### src/rtl/voice_allocator_if.sv
// ----------------------------------------------------------------------------
// voice_allocator_if
// Event bus between the command decoder and the voice allocator.
//   ev_valid   : event present (decoder -> allocator)
//   ev_ready   : allocator can accept an event (allocator -> decoder)
//   ev_note_on : 1 = note-on, 0 = note-off
//   ev_key     : key (note number)
//   ev_freq    : frequency word for a note-on
//   panic      : synchronous all-notes-off
// master = decoder side, slave = allocator side.
// ----------------------------------------------------------------------------
`ifndef N_OSCILLATORS
`define N_OSCILLATORS 4
`endif

interface voice_allocator_if #(
    parameter int unsigned N_VOICES = `N_OSCILLATORS,
    parameter int unsigned FREQ_W   = 32,
    parameter int unsigned KEY_W    = 7
);
    logic              ev_valid;
    logic              ev_ready;
    logic              ev_note_on;
    logic [KEY_W-1:0]  ev_key;
    logic [FREQ_W-1:0] ev_freq;
    logic              panic;

    modport master (
        output ev_valid, ev_note_on, ev_key, ev_freq, panic,
        input  ev_ready
    );

    modport slave (
        input  ev_valid, ev_note_on, ev_key, ev_freq, panic,
        output ev_ready
    );
endinterface

### src/rtl/voice_allocator.sv
// ----------------------------------------------------------------------------
// voice_allocator
// Assigns note-on/note-off events to a bank of oscillators. A note-on
// retriggers the voice already holding the key, else takes the lowest free
// voice, else steals the oldest voice. Fixed 4-cycle event processing.
//   clk, rstn     : clock, asynchronous active-low reset
//   ev            : event bus (slave modport)
//   voice_enable  : per-oscillator enable
//   voice_reset   : per-oscillator envelope reset (one-cycle pulse)
//   voice_freq    : per-oscillator frequency word
//   num_enabled   : registered popcount of voice_enable
//   steal         : one-cycle pulse when an active voice is stolen
// ----------------------------------------------------------------------------
`ifndef N_OSCILLATORS
`define N_OSCILLATORS 4
`endif

module voice_allocator #(
    parameter int unsigned N_VOICES = `N_OSCILLATORS,
    parameter int unsigned FREQ_W   = 32,
    parameter int unsigned KEY_W    = 7,
    parameter int unsigned AGE_W    = 8
) (
    input  logic                             clk,
    input  logic                             rstn,
    voice_allocator_if.slave                 ev,
    output logic [N_VOICES-1:0]              voice_enable,
    output logic [N_VOICES-1:0]              voice_reset,
    output logic [N_VOICES-1:0][FREQ_W-1:0]  voice_freq,
    output logic [31:0]                      num_enabled,
    output logic                             steal
);
    localparam int unsigned IDX_W = (N_VOICES > 1) ? $clog2(N_VOICES) : 1;

    typedef enum logic [1:0] {IDLE, LOOKUP, APPLY, CLEAR} state_t;

    state_t                          r_state;
    logic                            r_up;
    logic                            r_note_on;
    logic [KEY_W-1:0]                r_key;
    logic [FREQ_W-1:0]               r_freq;
    logic [KEY_W-1:0]                r_keys [N_VOICES];
    logic [AGE_W-1:0]                r_ages [N_VOICES];
    logic [N_VOICES-1:0]             r_enable;
    logic [N_VOICES-1:0]             r_reset;
    logic [N_VOICES-1:0][FREQ_W-1:0] r_freq_out;
    logic [31:0]                     r_num;
    logic                            r_steal;
    logic                            r_match_ok;
    logic                            r_free_ok;
    logic [IDX_W-1:0]                r_match_idx;
    logic [IDX_W-1:0]                r_free_idx;
    logic [IDX_W-1:0]                r_old_idx;

    logic                            w_match_ok;
    logic                            w_free_ok;
    logic                            w_old_seen;
    logic [IDX_W-1:0]                w_match_idx;
    logic [IDX_W-1:0]                w_free_idx;
    logic [IDX_W-1:0]                w_old_idx;
    logic [AGE_W-1:0]                w_old_age;
    logic [IDX_W-1:0]                w_tgt;
    logic [31:0]                     w_count;

    // ready is held low until the first edge after reset release, and
    // whenever panic is asserted so a concurrent event is never accepted.
    assign ev.ev_ready   = r_up & (r_state == IDLE) & ~ev.panic;
    assign voice_enable  = r_enable;
    assign voice_reset   = r_reset;
    assign voice_freq    = r_freq_out;
    assign num_enabled   = r_num;
    assign steal         = r_steal;

    // Voice searches; ascending scans keep the lowest index on ties.
    always_comb begin
        w_match_ok  = 1'b0;
        w_match_idx = '0;
        w_free_ok   = 1'b0;
        w_free_idx  = '0;
        w_old_seen  = 1'b0;
        w_old_idx   = '0;
        w_old_age   = '0;
        w_count     = '0;
        for (int unsigned i = 0; i < N_VOICES; i++) begin
            if (!w_match_ok && r_enable[i] && (r_keys[i] == r_key)) begin
                w_match_ok  = 1'b1;
                w_match_idx = IDX_W'(i);
            end
            if (!w_free_ok && !r_enable[i]) begin
                w_free_ok  = 1'b1;
                w_free_idx = IDX_W'(i);
            end
            if (r_enable[i] && (!w_old_seen || (r_ages[i] > w_old_age))) begin
                w_old_seen = 1'b1;
                w_old_idx  = IDX_W'(i);
                w_old_age  = r_ages[i];
            end
            w_count = w_count + 32'(r_enable[i]);
        end
    end

    always_comb begin
        if (r_match_ok)
            w_tgt = r_match_idx;
        else if (r_free_ok)
            w_tgt = r_free_idx;
        else
            w_tgt = r_old_idx;
    end

    always_ff @(posedge clk or negedge rstn) begin
        if (!rstn) begin
            r_state     <= IDLE;
            r_up        <= 1'b0;
            r_note_on   <= 1'b0;
            r_key       <= '0;
            r_freq      <= '0;
            r_enable    <= '0;
            r_reset     <= '0;
            r_freq_out  <= '0;
            r_num       <= '0;
            r_steal     <= 1'b0;
            r_match_ok  <= 1'b0;
            r_free_ok   <= 1'b0;
            r_match_idx <= '0;
            r_free_idx  <= '0;
            r_old_idx   <= '0;
            for (int unsigned i = 0; i < N_VOICES; i++) begin
                r_keys[i] <= '0;
                r_ages[i] <= '0;
            end
        end else begin
            r_up    <= 1'b1;
            r_steal <= 1'b0;
            r_num   <= w_count;
            if (ev.panic) begin
                r_state  <= IDLE;
                r_enable <= '0;
                r_reset  <= '0;
                for (int unsigned i = 0; i < N_VOICES; i++) begin
                    r_keys[i] <= '0;
                    r_ages[i] <= '0;
                end
            end else begin
                case (r_state)
                    IDLE: begin
                        if (ev.ev_valid && ev.ev_ready) begin
                            r_note_on <= ev.ev_note_on;
                            r_key     <= ev.ev_key;
                            r_freq    <= ev.ev_freq;
                            r_state   <= LOOKUP;
                        end
                    end
                    LOOKUP: begin
                        r_match_ok  <= w_match_ok;
                        r_match_idx <= w_match_idx;
                        r_free_ok   <= w_free_ok;
                        r_free_idx  <= w_free_idx;
                        r_old_idx   <= w_old_idx;
                        r_state     <= APPLY;
                    end
                    APPLY: begin
                        if (r_note_on) begin
                            for (int unsigned i = 0; i < N_VOICES; i++) begin
                                if (IDX_W'(i) == w_tgt)
                                    r_ages[i] <= '0;
                                else if (r_enable[i] && (r_ages[i] != '1))
                                    r_ages[i] <= r_ages[i] + AGE_W'(1);
                            end
                            r_reset[w_tgt]    <= 1'b1;
                            r_freq_out[w_tgt] <= r_freq;
                            if (!r_match_ok) begin
                                r_keys[w_tgt]   <= r_key;
                                r_enable[w_tgt] <= 1'b1;
                                r_steal         <= ~r_free_ok;
                            end
                        end else if (r_match_ok) begin
                            r_enable[r_match_idx] <= 1'b0;
                        end
                        r_state <= CLEAR;
                    end
                    CLEAR: begin
                        r_reset <= '0;
                        r_state <= IDLE;
                    end
                    default: r_state <= IDLE;
                endcase
            end
        end
    end
endmodule
### src/flat_wrapper.sv
// flat-port wrapper written by rule: the top's interface ports become plain ports
module voice_allocator_flat 
#(
    parameter int unsigned N_VOICES = `N_OSCILLATORS,
    parameter int unsigned FREQ_W   = 32,
    parameter int unsigned KEY_W    = 7,
    parameter int unsigned AGE_W    = 8
)
  (clk, rstn, voice_enable, voice_reset, voice_freq, num_enabled, steal, ev_ev_valid, ev_ev_note_on, ev_ev_key, ev_ev_freq, ev_panic, ev_ev_ready);
  voice_allocator_if #(.N_VOICES(N_VOICES), .FREQ_W(FREQ_W), .KEY_W(KEY_W)) ev_i ();
  input  logic clk;
  input  logic rstn;
  output logic [N_VOICES-1:0] voice_enable;
  output logic [N_VOICES-1:0] voice_reset;
  output logic [N_VOICES-1:0][FREQ_W-1:0] voice_freq;
  output logic [31:0] num_enabled;
  output logic steal;
  input wire logic [$bits(ev_i.ev_valid)-1:0] ev_ev_valid;
  input wire logic [$bits(ev_i.ev_note_on)-1:0] ev_ev_note_on;
  input wire logic [$bits(ev_i.ev_key)-1:0] ev_ev_key;
  input wire logic [$bits(ev_i.ev_freq)-1:0] ev_ev_freq;
  input wire logic [$bits(ev_i.panic)-1:0] ev_panic;
  output wire logic [$bits(ev_i.ev_ready)-1:0] ev_ev_ready;
  assign ev_i.ev_valid = ev_ev_valid;
  assign ev_i.ev_note_on = ev_ev_note_on;
  assign ev_i.ev_key = ev_ev_key;
  assign ev_i.ev_freq = ev_ev_freq;
  assign ev_i.panic = ev_panic;
  assign ev_ev_ready = ev_i.ev_ready;
  voice_allocator #(.N_VOICES(N_VOICES), .FREQ_W(FREQ_W), .KEY_W(KEY_W), .AGE_W(AGE_W)) u_core (.clk(clk), .rstn(rstn), .ev(ev_i), .voice_enable(voice_enable), .voice_reset(voice_reset), .voice_freq(voice_freq), .num_enabled(num_enabled), .steal(steal));
endmodule
### config.mk
export PLATFORM = sky130hd
export DESIGN_NAME = voice_allocator_flat
export DESIGN_NICKNAME = d
export VERILOG_FILES = /design/src/rtl/voice_allocator_if.sv /design/src/rtl/voice_allocator.sv /design/src/flat_wrapper.sv
export SDC_FILE = /design/constraint.sdc
export NUM_CORES = 1
export LEC_CHECK = 0
export CAP_MARGIN = 20
export CORE_MARGIN = 5
export CORE_UTILIZATION = 57
export CTS_CLUSTER_DIAMETER = 50
export CTS_CLUSTER_SIZE = 25
export DETAILED_ROUTE_END_ITERATION = 6
export HOLD_SLACK_MARGIN = 0.06
export PLACE_DENSITY_LB_ADDON = 0.3
export SLEW_MARGIN = 25
export SYNTH_ARGS = -nofsm -noshare
export SYNTH_HDL_FRONTEND = slang
export SYNTH_SLANG_ARGS = --single-unit
### constraint.sdc
create_clock -name clk -period 11.1 [get_ports clk]
set_clock_uncertainty 0.15 [all_clocks]
set_input_delay 3.33 -clock clk [delete_from_list [all_inputs] [get_ports clk]]
set_output_delay 3.33 -clock clk [all_outputs]
set_load 0.05 [all_outputs]
==> flow_summary_export.csv <==
group,metric,value,unit
placement,io_buffers,184,
layout,fill_cells,1385,
setup_path,crit_arrival,4.93,ns
sta,tightestPinTransition,0.938,ns
drt,finalWirelength,28100,um
die,io-pin-count,214,
sta,relSlewSlack,37.5,%
synth,ys_ff_latch,251,
grt,grt_overflow_total,0,
drt,post_drt_wl_per_cell,19.8,um
sta,rsz0062_at_grt,"no",
power_and_ir_drop,cellLeakagePower,6.61,nW
synth,yosys_warnings,0,
setup_path,critical_path.endpoint,"ev_ev_ready",
synth,synthArstFlopShare,100,%
drt,antenna_left,0,
die,coreArea,20400,um^2
clock_tree,postCtsHoldBufs,0,
drt,vias,8083,
die,placementRows,52,
power_and_ir_drop,power_density,200,nW/um^2
sta,max_freq,0.119,GHz
placement,dp_hpwl,18800,um
clock_tree,cts_resized,0,
drt,drt_iter0_drc,424,
layout,diodes,0,
placement,gp_congestion,0.866,
clock_tree,cts_buffers,24,
layout,drive_above_1_share,19.6,%
grt,met2_usage,36.9,%
drt,viasPerCell,5.69,
sta,period_needed,8.41,ns
grt,grt_pass1_vias,8387,
setup_path,r2r_start,"u_core.voice_enable[0]",
layout,syn2layout_area_growth,23.6,%
grt,gr-max-usage-layer,"met2",
synth,synth_edf_count,0,
power_and_ir_drop,ir_drop,0.000173,V
sta,setup_viol,0,
clock_tree,cts_tree,"done",
synth,ys_seq_area_share,52.9,%
synth,synthFlopType,"dfrtp_1",
setup_path,r2r-end,"u_core.r_old_idx[0]",
sta,tns,0,ns
setup_path,worstSetupStartpoint,"ev_panic",
placement,post-place-ws,2.67,ns
clock_tree,cts_sinks,251,
synth,synthDistinctLibCells,61,
synth,syn-cell-area,11900,um^2
sta,fin_crit_sh,75.8,%
clock_tree,cts_setup_buffers,0,
clock_tree,clkTransAtPathRegs,0.06,ns
min_path,hold_path_class,"reg2reg",
die,initial_core_util,58.3,%
grt,met1_usage,31.1,%
min_path,worstHoldStart,"u_core.r_free_idx[0]",
sta,hold_ws,0.336,ns
sta,slew_violations,0,
synth,synth_cells,966,
grt,antenna_found_initial,0,
grt,grt_start_max_net_pins,165,
flow_run,maxCapViolations,0,
clock_tree,cts.path.max_buffers,3,
sta,finalHoldViolations,0,
setup_path,endpoint_kind,"output pin",
grt,grt_pass1_wl,45800,um
die,dieHeight,154,um
setup_path,start_kind,"input port",
setup_path,slowest_stage,"clkdlybuf4s50_1",
grt,grt.total_usage,23.6,%
synth,postSynthAreaPerCell,12.3,um^2
die,die_area,23800,um^2
grt,grt_use_met3,9.67,%
setup_path,path_class,"in2out",
layout,layout.nets,1216,
setup_path,path_cells,"buf_2 > buf_4 > and3b_1 > clkdlybuf4s50_1",
drt,drc_errors,0,
setup_path,rr_worst_depth,19,
setup_path,critical_path.max_fanout,56,
setup_path,critPathMaxStageDelay,0.83,ns
clock_tree,htreeDepth,1,
outcome,status,"finished, final reports clean",
clock_tree,worstSkewPairLatency,0.54,ns
power_and_ir_drop,power,0.00293,W
drt,dr.pass1.iters,5,
clock_tree,cts_root_buffer,"clkbuf_16",
die,chipWidth,154,um
setup_path,timing.reg2reg.setup_slack,5.23,ns
setup_path,cp.required,7.62,ns
sta,setup_slack,2.69,ns
==> layout by cell type, fill, tap and decap left out, types with 6 or more instances in the layout <==
master | Yosys | layout
conb_1 | 2 | 30
inv_1 | 28 | 28
buf_4 | 31 | 7
nor2_1 | 77 | 77
nand4_1 | 15 | 15
o211ai_1 | 14 | 14
a31oi_1 | 14 | 14
and4_1 | 10 | 10
xor2_1 | 11 | 11
clkbuf_16 | 0 | 24
o31ai_1 | 12 | 12
dfrtp_1 | 251 | 251
o21ai_0 | 14 | 14
o32ai_1 | 6 | 6
mux2_1 | 10 | 10
a211oi_1 | 6 | 6
nand2b_1 | 6 | 6
mux2_2 | 158 | 158
xnor2_1 | 34 | 34
a21oi_1 | 18 | 18
mux2i_1 | 30 | 30
nor3_1 | 6 | 6
clkdlybuf4s50_1 | 0 | 182
nand2_1 | 40 | 39
o21a_1 | 7 | 7
nand3_1 | 13 | 13
ha_1 | 37 | 37
and3_1 | 6 | 6
==> per-layer routing <==
metal  wire length [um]  part of all wire, %
met4                657                  2.3
met2              12900                   46
met1              11600                   41
met3               2890                   10
met5                  0                    0
==> power breakdown <==
| part | internal, W | switching, W |
|---|---|---|
| registers | 0.00106 | 0.000191 |
| clock network | 0.000537 | 0.000371 |
| logic | 0.000307 | 0.000463 |
| total | 0.00191 | 0.00102 |
==> Yosys cell counts (7+ instances only) <==
library cell / number / share of area (%)
xnor2_1: 34 / 2.5
nand2_1: 40 / 1.3
xor2_1: 11 / 0.81
o21ai_0: 14 / 0.59
a31oi_1: 14 / 0.74
clkbuf_1: 22 / 0.70
a21oi_1: 18 / 0.76
nand3_1: 13 / 0.55
buf_4: 31 / 2.0
o211ai_1: 14 / 0.89
mux2i_1: 30 / 2.5
o31ai_1: 12 / 0.76
nand4_1: 15 / 0.79
nor2_1: 77 / 2.4
and4_1: 10 / 0.74
o21a_1: 7 / 0.44
dfrtp_1: 251 / 53
inv_1: 28 / 0.89
mux2_2: 158 / 15
ha_1: 37 / 3.9
buf_2: 16 / 0.67
mux2_1: 10 / 0.95
==> sequential cells by signal, summed over array words and instances, names as in the netlist, 2 cells and up <==
name and flops:
u_core.num_enabled 3, u_core.r_ages 32, u_core.r_free_idx 2, u_core.r_freq 32, u_core.r_key 7, u_core.r_keys 28
u_core.r_match_idx 2, u_core.r_old_idx 2, u_core.r_state 2, u_core.voice_enable 4, u_core.voice_freq 128, u_core.voice_reset 4
==> kinds of logic (layout without fill, tap and decap cells) <==
logic type | after synthesis | count (layout) | share of synthesized area, %
mux | 198 | 198 | 18.5
compound gates | 128 | 128 | 7.81
other cells | 2 | 30 | 0.0633
fa+ha+maj | 38 | 38 | 4.07
xor+xnor | 45 | 45 | 3.32
buf+inv | 107 | 263 | 4.85
simple gates | 197 | 197 | 8.51
flops | 251 | 251 | 52.9
==> worst max-delay path, delay by kind of cell <==
kind | cells | cell delay (ns)
buffers and inverters | 3 | 1.21
and+or+nand+nor | 1 | 0.37
==> cell type report <==
| type | instances | area (um^2) | area share [%] |
|---|---|---|---|
| clock buffer | 27 | 632 | 4.31 |
| sequential | 251 | 6280 | 42.8 |
| inverter | 29 | 109 | 0.742 |
| timing repair buffer | 192 | 1910 | 13.1 |
| tap | 270 | 338 | 2.30 |
| clock inverter | 15 | 251 | 1.71 |
| multi-input combinational | 636 | 5140 | 35.1 |
==> stage by stage <==
stage          cell area, um^2  instances  util [%]
2_1_floorplan            12000        994         -
3_3_place_gp             13800       1378      67.7
3_5_place_dp             13800       1378      67.7
4_1_cts                  14700       1420      72.0
5_1_grt                  14700       1420      72.0
6_report                 14700       1420      72.0
==> worst min-delay path by stage <==
stage / end / slack, ns / cells past startpoint
final: u_core.r_free_idx[0] / 0.34 / 2
after global routing: u_core.r_free_idx[0] / 0.36 / 2
after CTS: u_core.r_free_idx[0] / 0.34 / 2
after detailed placement: u_core.r_free_idx[0] / 0.32 / 2
after global placement: u_core.r_free_idx[0] / 0.31 / 2
after floorplan: u_core.r_free_idx[0] / 0.30 / 2
Note: power is estimated with default switching activity, not from simulation.
